[src/rtl/bcd_pkg.sv]
// Shared types and elaboration helpers for the shared double-dabble BCD converter.
package bcd_pkg;

    typedef enum logic [1:0] {
        IDLE = 2'd0,
        CONV = 2'd1,
        RESP = 2'd2
    } state_t;

    function automatic int unsigned clog2(input int unsigned value);
        int unsigned r;
        r = 0;
        while ((32'd1 << r) < value) r++;
        return r;
    endfunction

    // True when BCD_DIGITS decimal digits can hold the largest BIN_W-bit value.
    function automatic bit digits_ok(input int unsigned bin_w, input int unsigned digits);
        longint unsigned limit;
        limit = 1;
        for (int unsigned i = 0; i < digits; i++) limit = limit * 10;
        return limit > ((64'd1 << bin_w) - 64'd1);
    endfunction

endpackage

[src/rtl/bcd_dd_core.sv]
// Iterative double-dabble datapath: one add-3/shift step per enabled cycle.
module bcd_dd_core
    import bcd_pkg::*;
#(
    parameter int BIN_W      = 8,
    parameter int BCD_DIGITS = 3
) (
    input  logic                    clk,
    input  logic                    rst,
    input  logic                    load,
    input  logic                    step,
    input  logic [BIN_W-1:0]        bin,
    output logic [4*BCD_DIGITS-1:0] bcd,
    output logic                    last_step
);

    localparam int unsigned CNT_W = clog2(BIN_W);

    logic [BIN_W-1:0]        bin_sr;
    logic [4*BCD_DIGITS-1:0] bcd_sr;
    logic [4*BCD_DIGITS-1:0] adj;
    logic [CNT_W-1:0]        cnt;

    always_comb begin
        adj = '0;
        for (int unsigned i = 0; i < BCD_DIGITS; i++) begin
            if (bcd_sr[4*i +: 4] >= 4'd5) adj[4*i +: 4] = bcd_sr[4*i +: 4] + 4'd3;
            else                          adj[4*i +: 4] = bcd_sr[4*i +: 4];
        end
    end

    // bcd is the post-step value so the caller can capture the final result on the last edge.
    assign bcd       = (adj << 1) | {{(4*BCD_DIGITS-1){1'b0}}, bin_sr[BIN_W-1]};
    assign last_step = (cnt == CNT_W'(BIN_W - 1));

    always_ff @(posedge clk or negedge rst) begin
        if (!rst) begin
            bin_sr <= '0;
            bcd_sr <= '0;
            cnt    <= '0;
        end else if (load) begin
            bin_sr <= bin;
            bcd_sr <= '0;
            cnt    <= '0;
        end else if (step) begin
            bin_sr <= bin_sr << 1;
            bcd_sr <= bcd;
            cnt    <= last_step ? '0 : cnt + 1'b1;
        end
    end

endmodule

[src/rtl/bcd_conv_arbiter.sv]
// Round-robin arbiter sharing one serial binary-to-BCD engine between N_REQ requesters.
module bcd_conv_arbiter
    import bcd_pkg::*;
#(
    parameter int N_REQ      = 4,
    parameter int BIN_W      = 8,
    parameter int BCD_DIGITS = 3,
    localparam int ID_W      = clog2(N_REQ)
) (
    input  logic                    clk,
    input  logic                    rst,
    input  logic [N_REQ-1:0]        req_valid,
    input  logic [N_REQ*BIN_W-1:0]  req_bin,
    output logic [N_REQ-1:0]        req_ready,
    output logic                    resp_valid,
    input  logic                    resp_ready,
    output logic [ID_W-1:0]         resp_id,
    output logic [4*BCD_DIGITS-1:0] resp_bcd,
    output logic                    busy
);

    if (!digits_ok(BIN_W, BCD_DIGITS)) begin : g_digit_check
        $fatal(1, "BCD_DIGITS too small for BIN_W");
    end

    state_t                  state;
    logic [ID_W-1:0]         rr_ptr;
    logic [ID_W-1:0]         cur_id;
    logic [ID_W-1:0]         grant;
    logic                    any_valid;
    logic [BIN_W-1:0]        sel_bin;
    logic [4*BCD_DIGITS-1:0] core_bcd;
    logic                    last_step;
    logic                    accept;

    always_comb begin
        int unsigned idx;
        idx       = 0;
        any_valid = 1'b0;
        grant     = '0;
        for (int unsigned k = 0; k < N_REQ; k++) begin
            idx = (32'(rr_ptr) + k) % N_REQ;
            if (!any_valid && req_valid[idx]) begin
                any_valid = 1'b1;
                grant     = ID_W'(idx);
            end
        end
    end

    assign accept = rst && (state == IDLE) && any_valid;

    always_comb begin
        sel_bin   = '0;
        req_ready = '0;
        for (int unsigned i = 0; i < N_REQ; i++) begin
            if (grant == ID_W'(i)) begin
                sel_bin      = req_bin[i*BIN_W +: BIN_W];
                req_ready[i] = accept;
            end
        end
    end

    assign busy = (state != IDLE);

    bcd_dd_core #(
        .BIN_W      (BIN_W),
        .BCD_DIGITS (BCD_DIGITS)
    ) u_core (
        .clk       (clk),
        .rst       (rst),
        .load      (accept),
        .step      (state == CONV),
        .bin       (sel_bin),
        .bcd       (core_bcd),
        .last_step (last_step)
    );

    always_ff @(posedge clk or negedge rst) begin
        if (!rst) begin
            state      <= IDLE;
            rr_ptr     <= '0;
            cur_id     <= '0;
            resp_valid <= 1'b0;
            resp_id    <= '0;
            resp_bcd   <= '0;
        end else begin
            case (state)
                IDLE: if (any_valid) begin
                    cur_id <= grant;
                    state  <= CONV;
                end
                CONV: if (last_step) begin
                    resp_bcd   <= core_bcd;
                    resp_id    <= cur_id;
                    resp_valid <= 1'b1;
                    state      <= RESP;
                end
                RESP: if (resp_ready) begin
                    resp_valid <= 1'b0;
                    rr_ptr     <= (cur_id == ID_W'(N_REQ - 1)) ? '0 : cur_id + 1'b1;
                    state      <= IDLE;
                end
                default: state <= IDLE;
            endcase
        end
    end

endmodule

[config.mk]
export PLATFORM = sky130hd
export DESIGN_NAME = bcd_conv_arbiter
export DESIGN_NICKNAME = d
export VERILOG_FILES = /design/src/rtl/bcd_pkg.sv /design/src/rtl/bcd_dd_core.sv /design/src/rtl/bcd_conv_arbiter.sv
export SDC_FILE = /design/constraint.sdc
export NUM_CORES = 1
export LEC_CHECK = 0
export ABC_AREA = 0
export CAP_MARGIN = 0
export CORE_MARGIN = 4
export CORE_UTILIZATION = 52
export DETAILED_ROUTE_END_ITERATION = 8
export GPL_TIMING_DRIVEN = 0
export HOLD_SLACK_MARGIN = 0.08
export PLACE_DENSITY = 0.82
export SLEW_MARGIN = 10
export SYNTH_ARGS = -nofsm -noshare
export SYNTH_HDL_FRONTEND = slang
export SYNTH_HIERARCHICAL = 1
export SYNTH_SLANG_ARGS = --single-unit
[constraint.sdc]
create_clock -name clk -period 3.3 [get_ports clk]
set_input_delay 0.825 -clock clk [delete_from_list [all_inputs] [get_ports clk]]
set_output_delay 0.825 -clock clk [all_outputs]
set_load 0.005 [all_outputs]
# Word-level counts from Yosys, hierarchy flattened

Cells that the tools add are included.
Widths: inputs -> output; s select.

Bits in registers: 44
Bits of input ports: 39

Add/sub/neg operators: 8
Order comparisons: 7
Equality and inequality tests: 10
Mux-type cells: 42
Bitwise logic cells: 1
Reductions and logical operators: 18

Operators with widths:

| kind                | count |
|---|---|
| $mux 8              | 6 |
| $mux 12             | 2 |
| $mux 2              | 8 |
| $mux 1              | 14 |
| $ge 4x3->1 const B  | 3 |
| $lt 2x3->1 const B  | 4 |
| $mux 3              | 4 |
| $or 12x1->12        | 1 |
| $add 4x2->4 const B | 2 |
| $bmux 1 s2          | 4 |
| $eq 2x2->1 const B  | 4 |
| $mux 4              | 2 |
| $ne 2x2->1 const B  | 3 |
| $pmux 2 s3          | 1 |
| $reduce_and 2->1    | 3 |
| $reduce_and 3->1    | 2 |
| $reduce_bool 2->1   | 3 |
| $logic_and 1x1->1   | 5 |
| $add 2x1->2 const B | 2 |
| $add 2x2->2 const B | 2 |
| $eq 2x1->1 const B  | 2 |
| $logic_not 2->1     | 2 |
| $add 3x1->3 const B | 1 |
| $add 3x2->3 const B | 1 |
| other kinds (3)     | 5 |

# Logic depth before layout (Yosys ltp)

Depth after elaboration: 18
Mapped depth: 9
Depth with buffers taken out: 7

# Hierarchy

The synthesis kept the hierarchy.

Modules (own cells, without submodules):

| module           | instances | cells each | area an instance (um^2) | sequential area each (um^2) |
|---|---|---|---|---|
| bcd_dd_core      | 1         | 144        | 1391.3                  | 575.6 |
| bcd_conv_arbiter | 1         | 103        | 1237.4                  | 525.5 |

# Worst setup path after synthesis

OpenSTA, ideal clock, no wires.

Kind: input to output
From: input req_valid[0]
To: output req_ready[2]
Arrival: 1662 ps
Required time: 2475 ps
Setup slack: 813 ps
Stages on the path: 5
Path through: a21o_1 a21oi_2 o22a_4 buf_6 nor3b_1

Word-level cells in the longest chain between the ends: 14

Ends and longest elaborated chain:

| element                                         | line                                           | source |
|---|---|---|
| start: declaration                              | bcd_conv_arbiter.sv:12                         | `input logic [N_REQ-1:0] req_valid,` |
| $bmux 1 s2                                      | bcd_conv_arbiter.sv:43                         | `if (!any_valid && req_valid[idx]) begin` |
| $mux 1 (implied by the code)                    | bcd_conv_arbiter.sv:43                         |  |
| $mux 1                                          | bcd_conv_arbiter.sv:43                         |  |
| $logic_not 1->1                                 | bcd_conv_arbiter.sv:43                         |  |
| $logic_and 1x1->1                               | bcd_conv_arbiter.sv:43                         |  |
| $mux 1                                          | bcd_conv_arbiter.sv:43                         |  |
| $logic_not 1->1                                 | bcd_conv_arbiter.sv:43                         |  |
| $logic_and 1x1->1                               | bcd_conv_arbiter.sv:43                         |  |
| $mux 1                                          | bcd_conv_arbiter.sv:43                         |  |
| $logic_not 1->1                                 | bcd_conv_arbiter.sv:43                         |  |
| $logic_and 1x1->1                               | bcd_conv_arbiter.sv:43                         |  |
| $mux 2 or $mux 1 (tied branches)                | bcd_conv_arbiter.sv:43                         |  |
| $eq 2x2->1 or $logic_and 1x1->1 (tied branches) | bcd_conv_arbiter.sv:56, bcd_conv_arbiter.sv:50 |  |
| $mux 1 (*)                                      | bcd_conv_arbiter.sv:56                         | `if (grant == ID_W'(i)) begin` |
| end: declaration                                | bcd_conv_arbiter.sv:14                         | `output logic [N_REQ-1:0] req_ready,` |

Every way passes the cells marked *; elsewhere a longest branch is shown, timed or not. The select of a mux whose other input is x is not followed.

# Worst setup path in the final report

Ends and elaborated chain as after synthesis.

==> flow_metrics.env <==
export IMPL_cp_num_buf_inv=3
export IMPL_max_stage_delay_ns=0.29
export IMPL_worst_pin_slew_ns=0.615
export IMPL_firstDrtPassIters=4
export IMPL_h_tree_depth=2
export IMPL_ir_worst_vdd_uv=329
export IMPL_leakagePower_nw=1.55
export IMPL_start_kind="primary input"
export IMPL_crit_path_frequent_cell="dlygate4sd2_1"
export IMPL_syn_cell_area_um2=2630
export IMPL_rsz0062_at_grt="no"
export IMPL_drt_iter0_markers=63
export IMPL_hold_path_class="primary input to asynchronous set/reset pin"
export IMPL_crit_required_ns=2.47
export IMPL_r2r_cells=9
export IMPL_preCtsSetupSlack_ns=-0.307
export IMPL_worstSetupPathType="primary input to output pin"
export IMPL_drt_vias_per_instance=5.27
export IMPL_ctsResizeCount=10
export IMPL_synth_top_cell_area_share=0.419
export IMPL_status="finished clean"
export IMPL_crit_chain="dlygate4sd2_1 -> a21o_1 -> a21oi_2 -> o22a_4 -> buf_6 -> nor3b_1 -> dlygate4sd2_1"
export IMPL_grt_pass1_vias=2033
export IMPL_place_gp_congestion=0.792
export IMPL_nFillCells=372
export IMPL_die_h_um=79.1
export IMPL_grt_usage=0.188
export IMPL_r2r_start="state[0]$_DFFE_PN0P_"
export IMPL_layout_drive_gt1_share=0.157
export IMPL_port_buffers=58
export IMPL_hold_viol_final=0
export IMPL_arrival_ns=2.24
export IMPL_grt_max_degree=38
export IMPL_yosys_area_top_type="dfrtp_1"
export IMPL_setup_tns_final_ns=0
export IMPL_ctsHoldBuffers=0
export IMPL_detail_route_antenna_nets=0
export IMPL_start_util=0.546
export IMPL_ys_flop_type="dfrtp_1"
export IMPL_ys_ff_latch=44
export IMPL_syn2layout_area_growth_pct=29.7
export IMPL_cts_root_buf="clkbuf_8"
export IMPL_num_rows=25
export IMPL_period_needed_ns=3.07
export IMPL_post_cts_buffers=0
export IMPL_vias=2004
export IMPL_synth_fp_nets=295
export IMPL_path_clk_slew_ns=0.08
export IMPL_multiInputGateArea_um2=1400
export IMPL_slew_violations=0
export IMPL_hpwlAfterDp_um=3940
export IMPL_cts_tree="built"
export IMPL_yosys_top_cells_area="dfrtp_1 (42%), mux2i_1 (13%), mux2_2 (6.9%), ha_1 (4.3%), nand2_1 (3.7%)"
export IMPL_diodes=0
export IMPL_maxCapViolCount=0
export IMPL_fin_util=0.708
export IMPL_final_cells=380
export IMPL_synth_edff_count=0
export IMPL_dp_cells=373
export IMPL_setup_viol=0
export IMPL_grt_pass1_wl_um=9350
export IMPL_critical_path_top_delay_family="buffers and inverters"
export IMPL_clkLatencyLatePin_ns=0.29
export IMPL_worst_slack_ns=0.234
export IMPL_area_sequential_um2=1100
export IMPL_fmax_ghz=0.326
export IMPL_antenna_found_initial=0
export IMPL_nets=361
export IMPL_ios=59
export IMPL_critPathMaxFanout=10
export IMPL_synth_async_sr_flop_share=1.00
export IMPL_drc_errors=0
export IMPL_reg2reg_slack_ns=1.14
export IMPL_routed_wl_um=5310
export IMPL_cts_sinks=44
export IMPL_wl_per_cell_um=14.0
export IMPL_regToRegEndpoint="u_core/bcd_sr[5]$_DFFE_PN0P_"
export IMPL_cts_inserted_buffers=5
export IMPL_yosys_warnings=6
export IMPL_die_area_um2=6260
export IMPL_crit_path_end_kind="output pin"
export IMPL_powerDensity_nw_per_um2=836
export IMPL_hold_slack_ns=0.380
export IMPL_syn_inst=247
export IMPL_critPathSlowestCell="dlygate4sd2_1"
export IMPL_core_um2=4820
export IMPL_overflow=0
export IMPL_min_period_over_period=0.929
export IMPL_synthDistinctLibCells=41
export IMPL_skew_ns=0.00439
export IMPL_die_w_um=79.1
export IMPL_yosysSeqAreaShare=0.419
export IMPL_synth_avg_cell_area_um2=10.6
export IMPL_relSlewSlack=0.590
export IMPL_clockBufferDepth=2
-- metal layers --
layer  wire length, um  part of all wire  GRT usage
met1              2420              0.45      0.241
met2              2500              0.47      0.313
met3               317             0.060     0.0442
met4                79             0.015     0.0619
met5                 0                 0          0
-- flip-flops by register name (all words and copies together), names as in the netlist --
signal,count
rr_ptr,2
resp_valid,1
resp_id,2
u_core/cnt,3
u_core/bin_sr,8
resp_bcd,12
u_core/bcd_sr,12
cur_id,2
state,2
-- synthesized netlist by cell type, drive strengths merged, types with 3 or more instances --
cell type / instances
a211oi: 3
a21oi: 10
a311oi: 5
buf: 10
clkbuf: 3
dfrtp: 44
ha: 9
inv: 10
mux2: 17
mux2i: 35
nand2: 26
nand2b: 9
nand4b: 3
nor2: 17
nor2b: 6
o21ai: 16
o311ai: 3
or2: 3
or4: 3
xnor2: 3
-- power breakdown --
part	switching, mW	total [mW]	internal, mW	leakage (nW)
Sequential	0.193	0.973	0.780	0.554
Combinational	0.693	1.51	0.821	0.944
Clock	0.177	0.364	0.187	0.0503
Total	1.06	2.85	1.79	1.55
-- worst max path at each step --
stage,slack [ns],to,depth (start not counted),from
floorplan,0.81,req_ready[2],5,req_valid[0]
global placement,-1.49,req_ready[3],5,rst
detailed placement,-0.31,req_ready[3],7,req_valid[3]
CTS,0.21,req_ready[2],7,req_valid[0]
global route,0.11,req_ready[1],7,req_valid[0]
finish,0.23,req_ready[2],7,req_valid[0]
-- cell type report --
class / count / share of cell area
inverters: 10 / 0.0110
plain buffers: 13 / 0.0301
repair buffers: 59 / 0.172
clock buffers: 7 / 0.0283
well taps: 67 / 0.0246
multi-input cells: 180 / 0.411
flip-flops and latches: 44 / 0.323
-- stage by stage --
step	total power, mW	instance area [um2]
6_report	2.85	3410
2_1_floorplan	2.03	2630
3_3_place_gp	2.44	3290
5_1_grt	3.10	3410
3_5_place_dp	2.50	3310
4_1_cts	2.88	3410
-- layout by cell type (no fill, tap or decap), types with 4 or more instances in the layout --
cell,instances
dlygate4sd2_1,8
dfrtp_1,44
nor2_1,16
inv_1,9
nand2b_1,7
ha_1,9
a21oi_1,6
nor2b_1,6
o21ai_1,14
nand2_1,26
clkbuf_8,7
buf_2,4
mux2i_1,35
clkdlybuf4s50_1,49
mux2_2,16
-- kinds of logic (layout without fill, tap and decap cells) --
group | Yosys count | count (layout) | synth area share
XOR/XNOR | 3 | 3 | 0.0100
AND/OR/NAND/NOR | 73 | 73 | 0.144
adder cells (fa/ha/maj) | 9 | 9 | 0.0428
flip-flops | 44 | 44 | 0.419
multiplexers | 52 | 52 | 0.208
buffers and inverters | 23 | 89 | 0.0533
AO/OA/AOI/OAI | 43 | 43 | 0.124
Note: power is estimated with default switching activity, not from simulation.
